$ cat src/rtl/branch_resolve_unit.sv
// MEM-stage branch resolution: checks the IF-stage BTB prediction against the actual
// outcome, trains the BTB, redirects IF on mispredict and keeps saturating statistics.
module branch_resolve_unit #(
  parameter int CNT_WIDTH = 16
) (
  input  logic                 clk,
  input  logic                 rst_n,
  input  logic                 mem_valid,
  input  logic                 mem_is_branch,
  input  logic                 mem_is_jump,
  input  logic [31:0]          mem_pc,
  input  logic                 mem_br_taken,
  input  logic [31:0]          mem_target,
  input  logic                 mem_pred_hit,
  input  logic                 mem_pred_taken,
  input  logic [31:0]          mem_pred_target,
  input  logic                 if_ready,
  input  logic                 clr_stats,
  output logic [31:0]          btb_mem_pc,
  output logic [31:0]          btb_target_in,
  output logic                 btb_replace,
  output logic                 btb_update,
  output logic                 btb_branch_result,
  output logic                 redirect_valid,
  output logic [31:0]          redirect_pc,
  output logic                 flush,
  output logic                 stall_mem,
  output logic [CNT_WIDTH-1:0] branch_count,
  output logic [CNT_WIDTH-1:0] mispredict_count
);

  typedef enum logic {IDLE, REDIRECT} state_t;

  state_t      state;
  logic        resolve;
  logic        ctrl;
  logic        act;
  logic        pred;
  logic        mispredict;
  logic        alloc;
  logic        train;
  logic [31:0] correct_pc;

  // mem_* inputs are only looked at while no redirect is outstanding.
  assign resolve    = (state == IDLE) & mem_valid;
  assign ctrl       = mem_is_branch | mem_is_jump;
  assign act        = mem_is_jump | (mem_is_branch & mem_br_taken);
  assign pred       = mem_pred_hit & mem_pred_taken;
  assign mispredict = ctrl ? ((act != pred) | (act & pred & (mem_pred_target != mem_target)))
                           : pred;
  assign correct_pc = act ? mem_target : mem_pc + 32'd4;
  assign alloc      = ctrl & ~mem_pred_hit & act;
  assign train      = ctrl & mem_pred_hit;

  assign stall_mem  = (state == REDIRECT);

  // NOTE: all state below uses non-blocking assignments so every register samples
  // the pre-edge values of the others, independent of statement order.
  always_ff @(posedge clk or negedge rst_n) begin
    if (!rst_n) begin
      state             <= IDLE;
      btb_mem_pc        <= '0;
      btb_target_in     <= '0;
      btb_replace       <= 1'b0;
      btb_update        <= 1'b0;
      btb_branch_result <= 1'b0;
      redirect_valid    <= 1'b0;
      redirect_pc       <= '0;
      flush             <= 1'b0;
    end else begin
      btb_replace <= resolve & alloc;
      btb_update  <= resolve & train;
      flush       <= 1'b0;

      if (resolve && (alloc || train)) begin
        btb_mem_pc        <= mem_pc;
        btb_target_in     <= mem_target;
        btb_branch_result <= act;
      end

      case (state)
        IDLE: begin
          if (resolve && mispredict) begin
            state          <= REDIRECT;
            flush          <= 1'b1;
            redirect_valid <= 1'b1;
            redirect_pc    <= correct_pc;
          end
        end
        REDIRECT: begin
          if (if_ready) begin
            state          <= IDLE;
            redirect_valid <= 1'b0;
          end
        end
        default: state <= IDLE;
      endcase
    end
  end

  // Counters saturate at all-ones; a clear wins over a same-cycle increment.
  always_ff @(posedge clk or negedge rst_n) begin
    if (!rst_n) begin
      branch_count     <= '0;
      mispredict_count <= '0;
    end else if (clr_stats) begin
      branch_count     <= '0;
      mispredict_count <= '0;
    end else if (resolve) begin
      if (ctrl && (branch_count != '1))
        branch_count <= branch_count + CNT_WIDTH'(1);
      if (mispredict && (mispredict_count != '1))
        mispredict_count <= mispredict_count + CNT_WIDTH'(1);
    end
  end

endmodule

$ cat config.mk
export PLATFORM = sky130hd
export DESIGN_NAME = branch_resolve_unit
export DESIGN_NICKNAME = d
export VERILOG_FILES = /design/src/rtl/branch_resolve_unit.sv
export SDC_FILE = /design/constraint.sdc
export NUM_CORES = 1
export LEC_CHECK = 0
export BUFFER_PORTS_ARGS = -buffer_cell sky130_fd_sc_hd__buf_4
export CORE_MARGIN = 4
export CORE_UTILIZATION = 42
export CTS_BUF_LIST = sky130_fd_sc_hd__clkbuf_4 sky130_fd_sc_hd__clkbuf_8
export DETAILED_ROUTE_END_ITERATION = 10
export PLACE_DENSITY = 0.71
export RECOVER_POWER = 50
export SLEW_MARGIN = 20
export SYNTH_ARGS = -nofsm -noshare
export SYNTH_HDL_FRONTEND = slang
export SYNTH_SLANG_ARGS = --single-unit
$ cat constraint.sdc
create_clock -name clk -period 2.75 [get_ports clk]
set_input_delay 0.825 -clock clk [delete_from_list [all_inputs] [get_ports clk]]
set_output_delay 0.825 -clock clk [all_outputs]
set_load 0.02 [all_outputs]
# [Yosys cells after proc, flatten, opt, wreduce, memory -nomap -nowiden]
# Index checks and enable logic that the tools add are counted.
[word_totals] ff_bits=134 latch_bits=0 ram_bits=0 mem_bits_ro=0 out_inout_bits=134 word_cells=62 mem_count=0
[op_classes] addsub=3 n_mul=0 div_mod_pow=0 n_lt_le_gt_ge=0 n_eq_ne=6 shift=0 n_mux=15 bitwise_logic=15 reduce_logical=12
[op_table] operator="16-bit two-way mux" count=6
[op_table] operator="16-bit by 1-bit adder with 16-bit output (second input constant)" count=2
[op_table] operator="32-bit by 3-bit adder with 32-bit output (second input constant)" count=1
[op_table] operator="32-bit two-way mux" count=1
[op_table] operator="16-bit != test (second input constant)" count=2
[op_table] operator="32-bit != test" count=1
[op_table] operator="1-bit bitwise AND" count=10
[op_table] operator="2-bit AND reduction" count=4
[op_table] operator="1-bit two-way mux" count=6
[op_table] operator="2-bit nonzero test" count=3
[op_table] operator="1-bit logical AND" count=4
[op_table] operator="1-bit case mux with 2 select lines" count=2
[op_table] operator="1-bit OR" count=3
[op_table] operator="2-bit by 1-bit != test with 1-bit output (second input constant)" count=1
[op_table] operator="2-bit != test (second input constant)" count=1
[op_table] operator="1-bit NOT" count=2
[op_table] operator="1-bit logical OR" count=1
[op_table] operator="1-bit != test" count=1

# [Longest topological paths before layout]
# Gate-level depths: netlist of the first run.
[depth] ltp_word=10 ltp_mapped=11 ltp_nobuf=9

# [Worst setup path before layout of the first run]
# OpenSTA, ideal clock, no wires.
[synth_timing] path_kind="input port to flip-flop" from="in mem_is_branch" to="reg redirect_pc[10]" setup_ns=0.125 arrival_time_ns=3.034 t_required_ns=2.625 path_slack_ns=-0.410 stages=11 n_path_buf=3 path_cell_list="a21oi_2 > inv_1 > clkbuf_1 > clkbuf_1 > ha_1 > o21a_1 > o21ai_0 > and2_4 > inv_2 > buf_6 > mux2_4"
[synth_via] elab_chain_cells=8 word_cells_on_any_way=11 cone_classes="1 x eq/ne; 2 x mux; 6 x bitwise; 2 x reduce/logical"
[synth_lines] element="start, declared" line="9" rtl="input logic mem_is_branch,"
[synth_lines] element="1-bit bitwise AND *" line="47" rtl="assign act = mem_is_jump | (mem_is_branch & mem_br_taken);"
[synth_lines] element="1-bit OR *" line="47"
[synth_lines] element="net act" line="37" rtl="logic act;"
[synth_lines] element="1-bit bitwise AND (2 in series)" line="49" rtl="assign mispredict = ctrl ? ((act != pred) | (act & pred & (mem_pred_target != mem_target)))"
[synth_lines] element="1-bit OR" line="49"
[synth_lines] element="1-bit two-way mux" line="49"
[synth_lines] element="1-bit logical AND" line="83" rtl="if (resolve && mispredict) begin"
[synth_lines] element="2-bit AND reduction (no line)"
[synth_lines] element="end signal, assigned" line="87" rtl="redirect_pc <= correct_pc;"
[synth_lines] element="end, declared" line="25" rtl="output logic [31:0] redirect_pc,"
# Mark *: on every way through the listed nets, which the timed path passes. The rest lies on a longest branch.
# A chain may end at the register's enable or synchronous reset.

# [Final worst setup path of the first run]
[layout_timing] from="in mem_target[25]" to="reg mispredict_count[0]"
[layout_via] elab_chain_cells=7
[layout_lines] element="start, declared" line="13" rtl="input logic [31:0] mem_target,"
[layout_lines] element="32-bit != test" line="49"
[layout_lines] element="1-bit bitwise AND" line="49"
[layout_lines] element="1-bit OR" line="49"
[layout_lines] element="1-bit two-way mux" line="49"
[layout_lines] element="1-bit logical AND" line="112" rtl="if (mispredict && (mispredict_count != '1))"
[layout_lines] element="2-bit nonzero test (no line)"
[layout_lines] element="2-bit AND reduction (no line)"
[layout_lines] element="end signal, assigned" line="113" rtl="mispredict_count <= mispredict_count + CNT_WIDTH'(1);"
[layout_lines] element="end, declared" line="29" rtl="output logic [CNT_WIDTH-1:0] mispredict_count"
# Every way passes these cells.

==> results of run 1 <==
worst min path at each step:
stage                        start             endpoint  slack, ps
finish              redirect_valid       redirect_valid        470
global route        redirect_valid       redirect_valid        490
CTS                          rst_n  mispredict_count[6]        270
detailed placement  redirect_valid       redirect_valid        460
global placement    redirect_valid       redirect_valid        460
floorplan                    rst_n      branch_count[0]        530
worst max-delay path, delay by kind of cell:
family,cells,cell delay (ps)
simple gates,3,730
buf+inv,4,610
mux,1,360
compound gates,1,240
xor+xnor,1,150
placed cells by master, fill, tap and decap left out, types with 15 or more instances in the layout:
cell | synthesis | final
buf_4 | 0 | 235
dfrtp_1 | 134 | 134
mux2_2 | 93 | 93
clkbuf_1 | 14 | 62
nand2_1 | 58 | 58
xor2_1 | 45 | 45
nor2_1 | 38 | 37
o21ai_0 | 36 | 35
nand3_1 | 32 | 32
xnor2_1 | 28 | 28
clkbuf_8 | 0 | 21
nor4_1 | 16 | 16
nor3_1 | 15 | 15
nor2b_1 | 15 | 15
sequential cells by signal (all words and copies together), names as in the netlist:
register           count
branch_count          16
btb_branch_result      1
btb_mem_pc            32
btb_replace            1
btb_target_in         32
btb_update             1
flush                  1
mispredict_count      16
redirect_pc           32
redirect_valid         1
stall_mem              1
report_power, final:
part / leakage, nW / switching [mW] / internal, mW
Sequential: 1.66 / 0.276 / 2.46
Clock: 0.213 / 0.766 / 0.928
Combinational: 2.46 / 1.35 / 1.03
Total: 4.33 / 2.39 / 4.42
per-layer routing:
metal	vias to the layer above	global-route usage, %	wire (µm)
met5	-	0	0
met4	0	6.61	313
met3	22	6.95	1720
met2	209	35.7	9890
met1	2881	29.6	8750
li1	2832	-	-
layout make-up:
| cell class | instances | area, µm² |
|---|---|---|
| clock inverter | 8 | 96.3 |
| tap | 216 | 270 |
| multi-input combinational | 469 | 3470 |
| clock buffer | 24 | 312 |
| fill | 1454 | 6460 |
| inverter | 7 | 28.8 |
| timing repair buffer | 301 | 2070 |
| sequential | 134 | 3350 |
kinds of logic after synthesis:
family / synth area share [%]
simple gates: 15.9
flops: 48.3
mux: 18.0
xor+xnor: 9.21
compound gates: 5.59
buf+inv: 2.27
fa+ha+maj: 0.721
==> results.toml, run 1 <==
[worst_setup_path]
cp_common_cell = "buf_4"
crit_chain = "buf_4 -> xor2_1 -> buf_4 -> nor4_1 -> buf_4 -> nand4_1 -> buf_4 -> or2_2 -> a31oi_1 -> mux2_2"
r2r-start = "mispredict_count[0]"
start_kind = "input pin"
r2r-end = "mispredict_count[0]"
r2r_setup_slack_ps = 510
r2r_cells = 8
cp_data_arrival_time_ps = 2920
endpoint = "mispredict_count[0]"
cp-startpoint = "mem_target[25]"
path_class = "input pin to flip-flop"
cp_slowest_cell = "mux2_2"
cp-end-kind = "flip-flop"
critPathRequiredTime_ps = 3080
cp_max_fo = 3
slowest_delay_ps = 360

[status]
status = "finished, violations left"
failed_checks = "max-capacitance violations, max-slew violations"

[floorplan]
die_width_um = 137
core_area_mm2 = 0.0161
dieHeight_um = 137
die_area_mm2 = 0.0187
io_pins = 240
initial_core_util_pct = 43.2
fp-row-count = 46

[yosys]
async_flop_share_pct = 100
yosys.cell_count.top_type = "dfrtp_1"
ys_seq_area_share_pct = 48.3
synth_top_flop_cell = "dfrtp_1"
syn_inst = 636
syn-num-nets = 746
synth_warnings = 0
synth_top_area_share_pct = 48.3
synth_area_per_cell_um2 = 10.9
syn_area_mm2 = 0.00694
synth-edff-count = 0
synth_top_cell_by_area = "dfrtp_1"
netlist_top_cells_area = "dfrtp_1, mux2_2, xor2_1"
ys_ff_latch = 134
ys_top_cells_by_count = "dfrtp_1, mux2_2, nand2_1"
ys_types = 47

[sta]
drv_slew = 39
layout_setup_ws_ps = 161
relSlewSlack_pct = -35.7
worstMarginPinSlew_ps = 2040
hold_slack_ps = 473
hold_viol = 0
finalCritPeriodShare_pct = 94.1
max_clock_freq_ghz = 0.386
finalSetupViolations = 0
finalClockSkew_ps = 9.64
rsz0062_at_grt = "no"
setup_tns_ps = 0
min_period_ps = 2590

[global_route]
grt_max_degree = 57
grt_pass1_wl_um = 32100
grt_pass1_vias = 5895
overflow = 0
grt_use_total_pct = 22.5
antenna_found_initial = 0

[final_layout]
antenna_cells = 0
area_growth_pct = 38.2
fin_cells = 1159
nNetsFinal = 1040
fin_area_mm2 = 0.00960
drive_gt1_share_pct = 41.0
post-route-util_pct = 59.8

[placement]
dp_slack_ps = -315
place_area_mm2 = 0.00942
port_buffers = 239
dp.cells = 1127
gp_congestion = 0.802
hpwl_um = 15700

[cts]
cts_setup_buffers = 0
cts_root_buf = "clkbuf_8"
numCtsBuffers = 17
cts_tree = "done"
ctsResizeCount = 0
clk_pin_slew_ps = 70
hold_buffers = 0
cts-htree-levels = 4
cts_buffer_depth = 2
insertion_delay_ps = 450
cts.sinks = 134

[hold_path]
holdPathStages = 2
min_path_type = "flip-flop to flip-flop"

[routing]
drtIter0Drc = 249
wire_per_inst_um = 17.8
drc = 0
drt_pre_antenna_iters = 4
vias = 5944
viasPerCell = 5.13
antenna_left = 0
drt_wl_total_um = 20700

[power_and_ir_drop]
power.leakage_nw = 4.33
power.density_mw_per_mm2 = 710
ir_drop_v = 0.000393
p_total_mw = 6.81

[job]
drv_cap = 1
Power figures use the tool's default switching activity.
==> run 2, diff against run 1 <==
==> constraint.sdc (replaced) <==
create_clock -name clk -period 2.9 [get_ports clk]
set_input_delay 0.87 -clock clk [delete_from_list [all_inputs] [get_ports clk]]
set_output_delay 0.87 -clock clk [all_outputs]
set_load 0.02 [all_outputs]
==> run 2 against run 1 <==
The flow still finishes with violations (max-capacitance violations, max-slew violations). Critical path depth shrank 2. Non-clock buffer count decreased by 33. Sequential share of layout area increased by 1.2 points. Largest cell class unchanged. Design area down 3.4%. Register-to-register slack worse by 150 ps. Sequential power is 5% lower. First-iteration DRC count rose by 4.4%. Via count is 2.4% lower. Sequential cell count is the same. Critical endpoint unchanged.
==> results.toml, run 2 (synthesis results as in run 1) <==
[worst_setup_path]
cp_slowest_cell = "nor4_1"
start_kind = "input pin"
crit_chain = "buf_4 -> xor2_1 -> nor4_1 -> buf_4 -> nand4_1 -> or2_2 -> a31oi_1 -> mux2_2"
slowest_delay_ps = 450
cp_max_fo = 4
cp_common_cell = "buf_4"
path_class = "input pin to flip-flop"
critPathRequiredTime_ps = 3220
cp-end-kind = "flip-flop"
cp_data_arrival_time_ps = 3030

[global_route]
grt_use_total_pct = 22.1
grt_pass1_wl_um = 31900
grt_pass1_vias = 5941
antenna_found_initial = 0
overflow = 0
grt_max_degree = 62

[placement]
hpwl_um = 15700
port_buffers = 239
place_area_mm2 = 0.00919
dp.cells = 1094
gp_congestion = 0.823

[sta]
rsz0062_at_grt = "no"
finalClockSkew_ps = 7.62
worstMarginPinSlew_ps = 1580
hold_slack_ps = 477
relSlewSlack_pct = -5.02
min_period_ps = 2720
max_clock_freq_ghz = 0.368
drv_slew = 62
finalSetupViolations = 0
hold_viol = 0
finalCritPeriodShare_pct = 93.6

[routing]
drt_wl_total_um = 20300
drt_pre_antenna_iters = 4
drc = 0
wire_per_inst_um = 18.1
vias = 5800
viasPerCell = 5.17
drtIter0Drc = 260
antenna_left = 0

[floorplan]
initial_core_util_pct = 43.2
io_pins = 240
core_area_mm2 = 0.0161
dieHeight_um = 137
fp-row-count = 46
die_area_mm2 = 0.0187
die_width_um = 137

[final_layout]
final_cell_mix = "buf_4, dfrtp_1, mux2_2"
antenna_cells = 0
register_area_mm2 = 0.00335
reg_top3 = "btb_mem_pc (32), btb_target_in (32), redirect_pc (32)"
multi_input_area_mm2 = 0.00344
fin_area_mm2 = 0.00927
fin_cells = 1122
nNetsFinal = 1007
fillerInstances = 1477
area_growth_pct = 33.5
drive_gt1_share_pct = 38.4
post-route-util_pct = 57.7
layout_commonest_cell = "buf_4"

[cts]
cts_root_buf = "clkbuf_8"
cts.sinks = 134
cts_buffer_depth = 2
cts_tree = "done"
numCtsBuffers = 17
clk_pin_slew_ps = 70
cts_setup_buffers = 0
ctsResizeCount = 0
cts-htree-levels = 4
hold_buffers = 0
insertion_delay_ps = 430

[power_and_ir_drop]
power.leakage_nw = 4.15
power.density_mw_per_mm2 = 677
p_int_mw = 4.06
sw_frac_of_total_pct = 35.3
pwr-share-seq_pct = 41.4
p_sw_mw = 2.21
p_comb_share_pct = 35.5
clkPwrFrac_pct = 23.1
p_total_mw = 6.28
ir_drop_v = 0.000414

[status]
status = "finished, violations left"
failed_checks = "max-capacitance violations, max-slew violations"

[hold_path]
min_path_type = "flip-flop to flip-flop"

[job]
drv_cap = 1
-- run 2: cell types whose count changed in the layout (fill, tap and decap cells not counted), sizes merged --
cell,previous run,this run
clkbuf,86,88
clkinvlp,1,0
clkdlybuf4s25,1,0
bufinv,2,1
clkinv,5,4
buf,238,203
-- run 2: metal layers --
metal	vias up	track usage [%]	wire length (µm)
li1	2765	-	-
met1	2804	28.5	8600
met2	203	35.1	9530
met3	28	7.02	1680
met4	0	7.95	503
met5	-	0	0
-- run 2: metrics by stage --
stage,setup WS (ps),TNS (ps)
2_1_floorplan,8.65,0
3_3_place_gp,-144,-2060
3_5_place_dp,-226,-3970
4_1_cts,245,0
5_1_grt,137,0
6_report,185,0
-- run 2: final timing paths --
path / startpoint / to / slack (ps) / cells after the start
worst min register to register: redirect_valid / redirect_valid / 480 / 2
worst max-delay path: mem_target[12] / mispredict_count[0] / 180 / 8
worst max register to register: mispredict_count[0] / mispredict_count[0] / 360 / 7
max in group asynchronous: rst_n / btb_target_in[28] / 580 / 2
worst min-delay path: redirect_valid / redirect_valid / 480 / 2
min in group asynchronous: rst_n / branch_count[13] / 830 / 1
-- run 2: cell type report --
class / instances / area share, %
clock buffers: 23 / 3.28
clock inverters: 5 / 0.540
inverters: 7 / 0.283
multi-input cells: 469 / 37.2
flip-flops and latches: 134 / 36.2
well taps: 216 / 2.92
repair buffers: 268 / 19.7
-- run 2: power by group through the flow --
stage / clock network [mW] / logic [mW] / registers (mW)
5_1_grt: 1.58 / 2.38 / 2.66
2_1_floorplan: 0 / 0.683 / 3.18
3_5_place_dp: 0 / 2.49 / 2.63
6_report: 1.45 / 2.23 / 2.60
3_3_place_gp: 0 / 2.46 / 2.62
4_1_cts: 1.49 / 2.49 / 2.61
-- run 2: worst max-delay path, delay by kind of cell --
kind | cells | cell delay (ps)
compound gates | 1 | 320
buf+inv | 2 | 310
xor+xnor | 1 | 180
simple gates | 3 | 970
mux | 1 | 380
==> run 3, diff against run 2 <==
--- a/config.mk
+++ b/config.mk
@@ -5,12 +5,15 @@
 export SDC_FILE = /design/constraint.sdc
 export NUM_CORES = 1
 export LEC_CHECK = 0
+export ABC_AREA = 1
+export ABC_CLOCK_PERIOD_IN_PS = 2900
 export BUFFER_PORTS_ARGS = -buffer_cell sky130_fd_sc_hd__buf_4
 export CORE_MARGIN = 4
 export CORE_UTILIZATION = 42
 export CTS_BUF_LIST = sky130_fd_sc_hd__clkbuf_4 sky130_fd_sc_hd__clkbuf_8
 export DETAILED_ROUTE_END_ITERATION = 10
-export PLACE_DENSITY = 0.71
+export GPL_TIMING_DRIVEN = 0
+export PLACE_DENSITY = 0.7
 export RECOVER_POWER = 50
 export SLEW_MARGIN = 20
 export SYNTH_ARGS = -nofsm -noshare
==> run 3 against run 2 <==
Global-route usage up 3.7 points. Die area is 3.8% higher. Largest cell class is now registers. Worst hold slack gained 6.4 ps. Sequential power decreased by 3%. Core utilization is 0.72 points lower. The run still ends with max-capacitance violations, max-slew violations left.
==> results.toml, run 3 <==
[job]
drv_cap = 1

[worst_setup_path]
cp-startpoint = "mem_is_branch"
r2r-start = "branch_count[1]"
cp_max_fo = 10
start_kind = "input pin"
endpoint = "stall_mem"
cp_data_arrival_time_ps = 3080
cp-end-kind = "flip-flop"
r2r-end = "branch_count[11]"
critPathRequiredTime_ps = 3230
r2r_setup_slack_ps = 700
r2r_cells = 16
path_class = "input pin to flip-flop"

[yosys]
async_flop_share_pct = 100
ys_types = 39
yosys.area_share.simple_pct = 29.5
netlist_top_cells_area = "dfrtp_1, nand2_1, o21ai_0"
synth-xor-area-share_pct = 4.24
synth-edff-count = 0
syn_inst = 969
synth_top_family_by_area = "simple AND/OR/NAND/NOR gates"
synth_warnings = 0
synth_top_cell_by_area = "dfrtp_1"
ys_top_cells_by_count = "nand2_1, dfrtp_1, inv_1"
syn_area_mm2 = 0.00722
synth_top_area_share_pct = 46.4
synth_top_flop_cell = "dfrtp_1"
synth_mux_area_share_pct = 0
ys_ff_latch = 134
synth_compound_area_share_pct = 10.9
yosys.cell_count.top_type = "nand2_1"
synth_area_per_cell_um2 = 7.45
yosys.area_share.adder_pct = 0.693
ys_seq_area_share_pct = 46.4
syn-num-nets = 1079

[sta]
setup_tns_ps = 0
layout_setup_ws_ps = 155
finalSetupViolations = 0
min_period_ps = 2740
finalClockSkew_ps = 8.81
worstMarginPinSlew_ps = 2180
max_clock_freq_ghz = 0.364
relSlewSlack_pct = -45.1
rsz0062_at_grt = "no"
drv_slew = 45
finalCritPeriodShare_pct = 94.6
hold_viol = 0

[floorplan]
die_width_um = 139
io_pins = 240
dieHeight_um = 139
initial_core_util_pct = 43.2
fp-row-count = 47
die_area_mm2 = 0.0194
core_area_mm2 = 0.0167

[cts]
cts_setup_buffers = 0
insertion_delay_ps = 450
cts_root_buf = "clkbuf_8"
cts_buffer_depth = 2
clk_pin_slew_ps = 80
numCtsBuffers = 17
cts-htree-levels = 4
cts_tree = "done"
cts.sinks = 134

[final_layout]
reg_top3 = "btb_mem_pc (32), btb_target_in (32), redirect_pc (32)"
area_growth_pct = 31.8
layout_commonest_cell = "nand2_1"
fillerInstances = 1698
final_cell_mix = "nand2_1, buf_4, dfrtp_1"
drive_gt1_share_pct = 20.4
post-route-util_pct = 57.0
antenna_cells = 0
fin_cells = 1459
nNetsFinal = 1337

[global_route]
overflow = 0
grt_pass1_wl_um = 39500
antenna_found_initial = 0
grt_use_total_pct = 25.9
grt_pass1_vias = 7126
grt_max_degree = 91

[routing]
vias = 7378
wire_per_inst_um = 17.3
drc = 0
antenna_left = 0
drtIter0Drc = 538
drt_wl_total_um = 25200
viasPerCell = 5.06
drt_pre_antenna_iters = 5

[placement]
port_buffers = 238
gp_congestion = 0.930
dp_slack_ps = -718
dp.cells = 1428
hpwl_um = 19500

[hold_path]
min_path_type = "flip-flop to flip-flop"
holdPathStages = 2

[power_and_ir_drop]
power.leakage_nw = 4.86
power.density_mw_per_mm2 = 659
ir_drop_v = 0.000315
p_total_mw = 6.28

[status]
status = "finished, violations left"
failed_checks = "max-capacitance violations, max-slew violations"
## run 3: final cells by class
cell class                 count  area, µm²  share of cell area (%)
buffer                        33        190                    2.00
clock buffer                  20        263                    2.76
clock inverter                11        176                    1.85
inverter                     109        410                    4.31
multi-input combinational    693       3260                    34.2
sequential                   134       3350                    35.2
tap                          220        275                    2.89
timing repair buffer         239       1590                    16.7
## run 3: cells by family after synthesis
family,after synthesis
and+or+nand+nor,504
xor gates and xnor gates,35
adders and majority gates,4
AOI/OAI and AO/OA,150
DFF,134
buffers and inverters,142
## run 3: repair_timing
item / CTS / global route
gates resized for setup: 2 / 0
setup endpoints to repair: 50 / 0
hold buffers: 0 / 0
## run 3: power breakdown
part	switching, mW	internal, mW
clock	0.769	0.977
sequential	0.245	2.27
combinational	1.33	0.686
total	2.34	3.94
## run 3: worst min path at each step
| stage | from | end | slack [ps] |
|---|---|---|---|
| floorplan | rst_n | branch_count[0] | 570 |
| global placement | btb_mem_pc[3] | btb_mem_pc[3] | 460 |
| detailed placement | btb_mem_pc[3] | btb_mem_pc[3] | 470 |
| CTS | rst_n | btb_target_in[0] | 290 |
| global route | redirect_pc[26] | redirect_pc[26] | 500 |
| finish | btb_target_in[23] | btb_target_in[23] | 480 |
## run 3: critical path, cell delays in order
cell	delay, ps
buf_4	120
a21oi_2	240
clkinv_2	260
clkbuf_1	380
ha_1	400
nor2_1	130
nand2_2	90
nand2_1	100
buf_4	190
buf_4	190
o21ai_0	90
## run 3: stage by stage
step	hold slack [ps]	cell area (µm²)
3_5_place_dp	467	9320
4_1_cts	288	9760
3_3_place_gp	464	9290
6_report	483	9520
2_1_floorplan	574	7220
5_1_grt	505	9520
## run 3: routing by layer
| layer | part of all wire, % | routed length [µm] | global-route usage, % | up-vias |
|---|---|---|---|---|
| li1 | - | - | - | 3598 |
| met1 | 46 | 11500 | 36.2 | 3459 |
| met2 | 45 | 11500 | 40.0 | 280 |
| met3 | 6.8 | 1710 | 5.72 | 41 |
| met4 | 2.2 | 558 | 8.65 | 0 |
| met5 | 0 | 0 | 0 | - |
